[src/rtl/mmio_input_port_pkg.sv]
// Shared constants, types and address decode for the MMIO input port.
package mmio_input_port_pkg;

  localparam int unsigned REG_WIDTH  = 16;
  localparam int unsigned ADDR_WIDTH = 10;
  localparam int unsigned NUM_SW     = 10;
  localparam int unsigned NUM_KEY    = 4;

  localparam logic [ADDR_WIDTH-1:0] ADDRSW      = 10'h3F8;
  localparam logic [ADDR_WIDTH-1:0] ADDRKEY     = 10'h3F9;
  localparam logic [ADDR_WIDTH-1:0] ADDRKEYEDGE = 10'h3FA;

  typedef enum logic [1:0] {
    SEL_NONE = 2'd0,
    SEL_SW   = 2'd1,
    SEL_KEY  = 2'd2,
    SEL_EDGE = 2'd3
  } rd_sel_e;

  typedef struct packed {
    logic                 hit;
    logic [REG_WIDTH-1:0] data;
  } rd_rsp_t;

  // Map an LDW address onto one of the input registers.
  function automatic rd_sel_e decode_addr(input logic [ADDR_WIDTH-1:0] addr);
    case (addr)
      ADDRSW:      return SEL_SW;
      ADDRKEY:     return SEL_KEY;
      ADDRKEYEDGE: return SEL_EDGE;
      default:     return SEL_NONE;
    endcase
  endfunction

endpackage

[src/rtl/mmio_input_port_key_debouncer.sv]
// Single-bit debouncer: level flips after DEBOUNCE_CYCLES consecutive
// mismatching samples; press_c flags the edge where level goes 0->1.
module key_debouncer #(
  parameter int unsigned DEBOUNCE_CYCLES = 16,
  parameter int unsigned CNT_WIDTH       = 20
) (
  input  logic clk,
  input  logic rst_n,
  input  logic din,
  output logic level,
  output logic press_c
);

  localparam logic [CNT_WIDTH-1:0] CNT_LAST = CNT_WIDTH'(DEBOUNCE_CYCLES - 1);
  localparam logic [CNT_WIDTH-1:0] CNT_MAX  = '1;

  logic [CNT_WIDTH-1:0] cnt;
  logic                 mismatch_c;
  logic                 flip_c;

  // Decide whether this edge commits a new debounced level.
  always_comb begin
    mismatch_c = (din != level);
    flip_c     = mismatch_c && (cnt == CNT_LAST);
    press_c    = flip_c && !level;
  end

  // Stability counter and debounced level; counter saturates, never wraps.
  always_ff @(negedge clk) begin
    if (!rst_n) begin
      cnt   <= '0;
      level <= 1'b0;
    end else if (!mismatch_c) begin
      cnt <= '0;
    end else if (flip_c) begin
      cnt   <= '0;
      level <= ~level;
    end else if (cnt != CNT_MAX) begin
      cnt <= cnt + CNT_WIDTH'(1);
    end
  end

endmodule

[src/rtl/mmio_input_port.sv]
// MMIO input port: synchronized switches, debounced keys and sticky
// key-press edges, returned to the memory stage for LDW reads.
// Optional feature macro: MMIO_KEY_IRQ_EN adds the O_KeyIRQ output.
module mmio_input_port
  import mmio_input_port_pkg::*;
#(
  parameter int unsigned SYNC_STAGES     = 2,
  parameter int unsigned DEBOUNCE_CYCLES = 16,
  parameter int unsigned CNT_WIDTH       = 20
) (
  input  logic                  I_CLOCK,
  input  logic                  I_LOCK,
  input  logic [NUM_SW-1:0]     I_SW,
  input  logic [NUM_KEY-1:0]    I_KEY,
  input  logic                  I_ReadEn,
  input  logic [ADDR_WIDTH-1:0] I_ReadAddr,
  input  logic                  I_FetchStall,
  input  logic                  I_DepStall,
  output logic [REG_WIDTH-1:0]  O_ReadData,
  output logic                  O_ReadHit
`ifdef MMIO_KEY_IRQ_EN
  ,
  output logic                  O_KeyIRQ
`endif
);

  logic [NUM_SW-1:0]  sw_sync  [SYNC_STAGES];
  logic [NUM_KEY-1:0] key_sync [SYNC_STAGES];
  logic [NUM_KEY-1:0] key_pressed_c;
  logic [NUM_KEY-1:0] key_level;
  logic [NUM_KEY-1:0] key_press_c;
  logic [NUM_KEY-1:0] edge_q;
  logic [NUM_KEY-1:0] edge_next_c;
  logic               qualified_c;
  rd_sel_e            sel_c;
  rd_rsp_t            rsp_c;

  // Metastability synchronizers; keys reset to released (high).
  always_ff @(negedge I_CLOCK) begin
    if (!I_LOCK) begin
      for (int i = 0; i < SYNC_STAGES; i++) begin
        sw_sync[i]  <= '0;
        key_sync[i] <= '1;
      end
    end else begin
      sw_sync[0]  <= I_SW;
      key_sync[0] <= I_KEY;
      for (int i = 1; i < SYNC_STAGES; i++) begin
        sw_sync[i]  <= sw_sync[i-1];
        key_sync[i] <= key_sync[i-1];
      end
    end
  end

  assign key_pressed_c = ~key_sync[SYNC_STAGES-1];

  for (genvar g = 0; g < NUM_KEY; g++) begin : g_key
    key_debouncer #(
      .DEBOUNCE_CYCLES (DEBOUNCE_CYCLES),
      .CNT_WIDTH       (CNT_WIDTH)
    ) u_debouncer (
      .clk     (I_CLOCK),
      .rst_n   (I_LOCK),
      .din     (key_pressed_c[g]),
      .level   (key_level[g]),
      .press_c (key_press_c[g])
    );
  end

  // Read qualification, address decode and edge-register next state.
  always_comb begin
    qualified_c = I_ReadEn && !I_FetchStall && !I_DepStall;
    sel_c       = decode_addr(I_ReadAddr);
    rsp_c       = '0;
    case (sel_c)
      SEL_SW:   begin rsp_c.hit = 1'b1; rsp_c.data = REG_WIDTH'(sw_sync[SYNC_STAGES-1]); end
      SEL_KEY:  begin rsp_c.hit = 1'b1; rsp_c.data = REG_WIDTH'(key_level); end
      SEL_EDGE: begin rsp_c.hit = 1'b1; rsp_c.data = REG_WIDTH'(edge_q); end
      default:  rsp_c = '0;
    endcase
    // A press landing on the clearing edge survives the clear.
    edge_next_c = ((qualified_c && sel_c == SEL_EDGE) ? '0 : edge_q) | key_press_c;
  end

  // Sticky press-edge register.
  always_ff @(negedge I_CLOCK) begin
    if (!I_LOCK) edge_q <= '0;
    else         edge_q <= edge_next_c;
  end

  // Registered read port; data holds when the read is not qualified.
  always_ff @(negedge I_CLOCK) begin
    if (!I_LOCK) begin
      O_ReadData <= '0;
      O_ReadHit  <= 1'b0;
    end else if (qualified_c) begin
      O_ReadData <= rsp_c.data;
      O_ReadHit  <= rsp_c.hit;
    end else begin
      O_ReadHit  <= 1'b0;
    end
  end

`ifdef MMIO_KEY_IRQ_EN
  // Interrupt tracks the edge register's next value.
  always_ff @(negedge I_CLOCK) begin
    if (!I_LOCK) O_KeyIRQ <= 1'b0;
    else         O_KeyIRQ <= |edge_next_c;
  end
`endif

endmodule

[config.mk]
export PLATFORM = sky130hd
export DESIGN_NAME = mmio_input_port
export DESIGN_NICKNAME = d
export VERILOG_FILES = /design/src/rtl/mmio_input_port_pkg.sv /design/src/rtl/mmio_input_port_key_debouncer.sv /design/src/rtl/mmio_input_port.sv
export SDC_FILE = /design/constraint.sdc
export NUM_CORES = 1
export LEC_CHECK = 0
export CAP_MARGIN = 10
export CORE_ASPECT_RATIO = 1.25
export CORE_MARGIN = 2
export CORE_UTILIZATION = 53
export CTS_CLUSTER_SIZE = 40
export DETAILED_ROUTE_END_ITERATION = 8
export HOLD_SLACK_MARGIN = 0.05
export PLACE_DENSITY = 0.81
export SLEW_MARGIN = 40
export SYNTH_ARGS = -nofsm -noshare
export SYNTH_HDL_FRONTEND = slang
export SYNTH_SLANG_ARGS = --single-unit
[constraint.sdc]
create_clock -name I_CLOCK -period 2 [get_ports I_CLOCK]
set_clock_uncertainty 0.1 [all_clocks]
set_input_delay 0.4 -clock I_CLOCK [delete_from_list [all_inputs] [get_ports I_CLOCK]]
set_output_delay 0.4 -clock I_CLOCK [all_outputs]
set_load 0.01 [all_outputs]
---- Yosys cells after proc, flatten, opt, wreduce, memory -nomap -nowiden ----
Memory sizes are Yosys's and may differ from the RTL's.
Index checks and enable logic that the tools add are counted.
storage, ports and cells
  register bits ........................... 105
  memory bits (writable) .................. 28
  input bits .............................. 29
  output and inout bits ................... 17
  word-level logic and storage cells ...... 85
  memories kept ........................... 2
memories
  memory    depth  width  read ports  clocked after memory_dff  write ports  line                   RTL
  sw_sync   2      10     2           0                         2            mmio_input_port.sv:27  logic [NUM_SW-1:0] sw_sync [SYNC_STAGES];
  key_sync  2      4      2           0                         2            mmio_input_port.sv:28  logic [NUM_KEY-1:0] key_sync [SYNC_STAGES];
cells by class
  $add $sub $neg .......................... 4
  equal/unequal tests ..................... 18
  mux-type cells .......................... 9
  bitwise logic cells ..................... 15
  reductions and logical operators ........ 26
operators by type and width
  kind                                                              count
  20-bit by 1-bit adder with 20-bit output, second input constant   4
  20-bit by 4-bit == test with 1-bit output, second input constant  4
  20-bit inequality test, second input constant                     4
  17-bit case mux with 3 select lines                               1
  10-bit == test, second input constant                             3
  10-bit 2-to-1 mux                                                 2
  4-bit 2-to-1 mux                                                  3
  3-bit OR reduction                                                4
  1-bit logical AND                                                 11
  2-bit AND reduction                                               5
  1-bit inverter                                                    9
  1-bit logical NOT                                                 6
  2-bit case mux with 3 select lines                                1
  2-bit == test, second input constant                              2
  1-bit inequality test                                             4
  4-bit inverter                                                    1
  1-bit OR                                                          4
  4-bit OR                                                          1
  2-bit by 1-bit == test with 1-bit output, second input constant   1
  1-bit 2-to-1 mux                                                  2

---- Logic depth before layout (Yosys ltp) ----
  depth after elaboration ................. 6
  gate-level depth with buffers ........... 7
  depth with buffers taken out ............ 5

---- Modules after synthesis ----
A second synthesis with hierarchy kept.
second synthesis, totals
  cells, all modules ...................... 723
  area, all modules ....................... 6,104.6 sq um
by module, submodules not included
  module           times used  cells an instance  area each (sq um)
  key_debouncer    4           142                1,137.3
  mmio_input_port  1           155                1,555.2

==> impl_metrics.json <==
{
  "ys_warn_count": 0,
  "hold_class": "register to register",
  "nFillCells": 593,
  "maxSlewViolCount": 0,
  "die_h_um": 123.2,
  "multiInputGateArea_um2": 3628,
  "row_count": 43,
  "port_buffers": 39,
  "grt.total_usage": 0.3475,
  "yosysSeqAreaShare": 0.4222,
  "synth-seq-cells": 127,
  "p_leak_nw": 3.549,
  "grt_max_degree": 19,
  "setup_viol": 30,
  "powerDensity_nw_per_um2": 838.2,
  "holdWs_ns": 0.3122,
  "place_hpwl_um": 10570,
  "viasPerCell": 6.595,
  "synth_edf_count": 0,
  "start_kind": "register",
  "synthCells": 699,
  "grt_first_pass_wirelength_um": 34330,
  "crit_type": "register to output port",
  "first_pass_iters": 7,
  "clockPowerShare": 0.613,
  "yosys_most_used_dff": "dfxtp_1",
  "vias": 7162,
  "clk_pin_slew_worst_paths_ns": 0.10,
  "clock-sinks": 127,
  "syn_to_final_growth_pct": 43.71,
  "clk_latency_ns": 0.48,
  "path_delay_family": "flip-flops",
  "swShare": 0.3259,
  "cp.arrival_ns": 1.98,
  "htreeDepth": 4,
  "cts_tree": "built",
  "wirelength_um": 21980,
  "hold_viol_final": 0,
  "initial_core_util": 0.5434,
  "hp-start": "sw_sync[0][5]",
  "drc": 0,
  "r2r_start": "g_key[2].u_debouncer.cnt[1]",
  "critical_path_required_ns": 1.50,
  "startpoint": "O_ReadData[7]",
  "end_kind": "output port",
  "design.core.area_um2": 11080,
  "fp.dieArea_um2": 12240,
  "synth_area_per_cell_um2": 8.615,
  "stdcell_count": 1086,
  "numCtsBuffers": 17,
  "netlist_area_um2": 6022,
  "internal_power_mw": 4.890,
  "rsz0062_at_grt": "yes",
  "boundaryPins": 46,
  "p_seq_frac": 0.357,
  "grt-ovfl-total": 0,
  "final_common_cell": "inv_1",
  "violations": "negative setup slack",
  "comb_power_share": 0.031,
  "dr.first_iter.drc_count": 957,
  "finalWorstSetupSlack_ns": -0.4762,
  "slowest_delay_ns": 0.37,
  "outcome": "finished, violations left",
  "diodes": 0,
  "globalplace.congestion": 0.9027,
  "die_x_um": 99.34,
  "path_buf_inv": 1,
  "ir_drop_uv": 653.5,
  "synthArstFlopShare": 0,
  "routedWlPerCell_um": 20.24,
  "clk_path_buf_depth": 2,
  "switching_power_mw": 2.364,
  "final_nets": 971,
  "layout_common_cells": "inv_1, dfxtp_1, buf_4, nand2_1, a21oi_1",
  "detail-route-antenna-nets": 0,
  "worstPathCellList": "buf_6",
  "crit_path_top_delay_cell": "dfxtp_2",
  "crit_fanout": 2,
  "maxCapViolCount": 0,
  "layout-drive-gt1-share": 0.2524,
  "grt_pass1_vias": 7182,
  "register_area_um2": 2562,
  "antenna_found_initial": 0,
  "dp.cells": 905,
  "synth.distinct_cells": 53,
  "clockRootBuffer": "clkbuf_16"
}
[timing repair]
action | CTS | global route
pin swaps | 15 | 16
gates resized for setup | 142 | 34
setup buffers | 16 | 8
endpoints found under the setup margin | 131 | 84
endpoints found under the hold margin | 0 | 0
hold buffers | 0 | 0
cloned | 3 | 0
[per-layer routing]
metal,global-route usage,vias up,wire (um),part of all wire
met4,0.2046,0,1336,0.061
met3,0.1097,164,2167,0.099
met5,0,-,0,0
met1,0.3780,3276,7705,0.35
met2,0.5942,589,10770,0.49
li1,-,3133,-,-
[worst register-to-register path: cells and delay by family (launching register included)]
family	cells	cell delay [ns]
adder cells (fa/ha/maj)	1	0.25
AND/OR/NAND/NOR	3	1.03
flip-flops	1	0.39
AO/OA/AOI/OAI	1	0.16
[synthesized netlist by cell type (all sizes together) (4+ instances only)]
library cell  instances  area share
and2                 30       0.031
and4                 17       0.025
nand2                57       0.036
a22o                 10       0.015
a211oi               12       0.015
nand3                29       0.025
nor2                 16       0.010
a311oi                4      0.0058
a21boi                4      0.0050
o211ai               23       0.029
nor3                 31       0.026
a31oi                16       0.017
xnor2                 4      0.0058
ha                    4      0.0083
buf                  12       0.012
or4                  11       0.014
clkbuf               28       0.018
or3                  13       0.014
dfxtp               127        0.42
nand4                23       0.026
a21oi                56       0.047
nand2b               12       0.012
nor4                 25       0.027
a21o                  5      0.0062
inv                  28       0.017
and3                 10       0.010
o21ai                24       0.020
o31ai                15       0.019
mux2i                26       0.043
[cell families (layout without fill, tap and decap cells)]
kind of cell | Yosys count | in the layout | share of synthesized area
AND/OR/NAND/NOR | 290 | 290 | 0.2809
AO/OA/AOI/OAI | 177 | 178 | 0.1887
flip-flops | 127 | 127 | 0.4222
buffers and inverters | 69 | 315 | 0.04841
multiplexers | 27 | 27 | 0.04509
adder cells (fa/ha/maj) | 4 | 4 | 0.008311
XOR/XNOR | 4 | 4 | 0.005817
other | 1 | 6 | 0.0006227
[registers in the layout (all words and copies together) (netlist names)]
signal,cells
sw_sync,20
O_ReadHit,1
O_ReadData,10
g_key.u_debouncer.cnt,80
key_sync,8
g_key.u_debouncer.level,4
edge_q,4
[layout make-up]
cell class | instances | share of cell area
multi-input combinational | 509 | 0.4193
sequential | 127 | 0.2961
timing repair buffer | 128 | 0.1308
clock inverter | 142 | 0.07301
clock buffer | 17 | 0.04915
tap | 135 | 0.01952
inverter | 28 | 0.01214
[final timing paths]
kind / to / slack [ns] / cells after the start
min: sw_sync[0][15] / 0.31 / 1
max reg2reg: g_key[2].u_debouncer.cnt[14] / -0.04 / 5
max: O_ReadData[7] / -0.48 / 1
min reg2reg: sw_sync[0][15] / 0.31 / 1
[power by group through the flow]
stage                     registers (mW)  logic, mW  clock network [mW]
after floorplan                     2.62      0.110               0.387
after global placement              2.62      0.180               0.387
after detailed placement            2.62      0.186               0.387
after CTS                           2.59      0.209                4.32
after global routing                2.59      0.234                4.70
final                               2.59      0.223                4.44
[per-stage QoR]
stage / setup WS, ns / instance area, um2 / TNS, ns / power, mW / util
2_1_floorplan: -0.4096 / 6389 / -13.90 / 3.118 / -
3_3_place_gp: -0.9743 / 7182 / -93.02 / 3.189 / 0.6480
3_5_place_dp: -1.055 / 7182 / -98.30 / 3.196 / 0.6480
4_1_cts: -0.4328 / 8496 / -6.261 / 7.122 / 0.7665
5_1_grt: -0.4733 / 8655 / -7.411 / 7.518 / 0.7809
6_report: -0.4762 / 8655 / -7.092 / 7.254 / 0.7809
No activity file was read; power rests on OpenSTA's default activity.
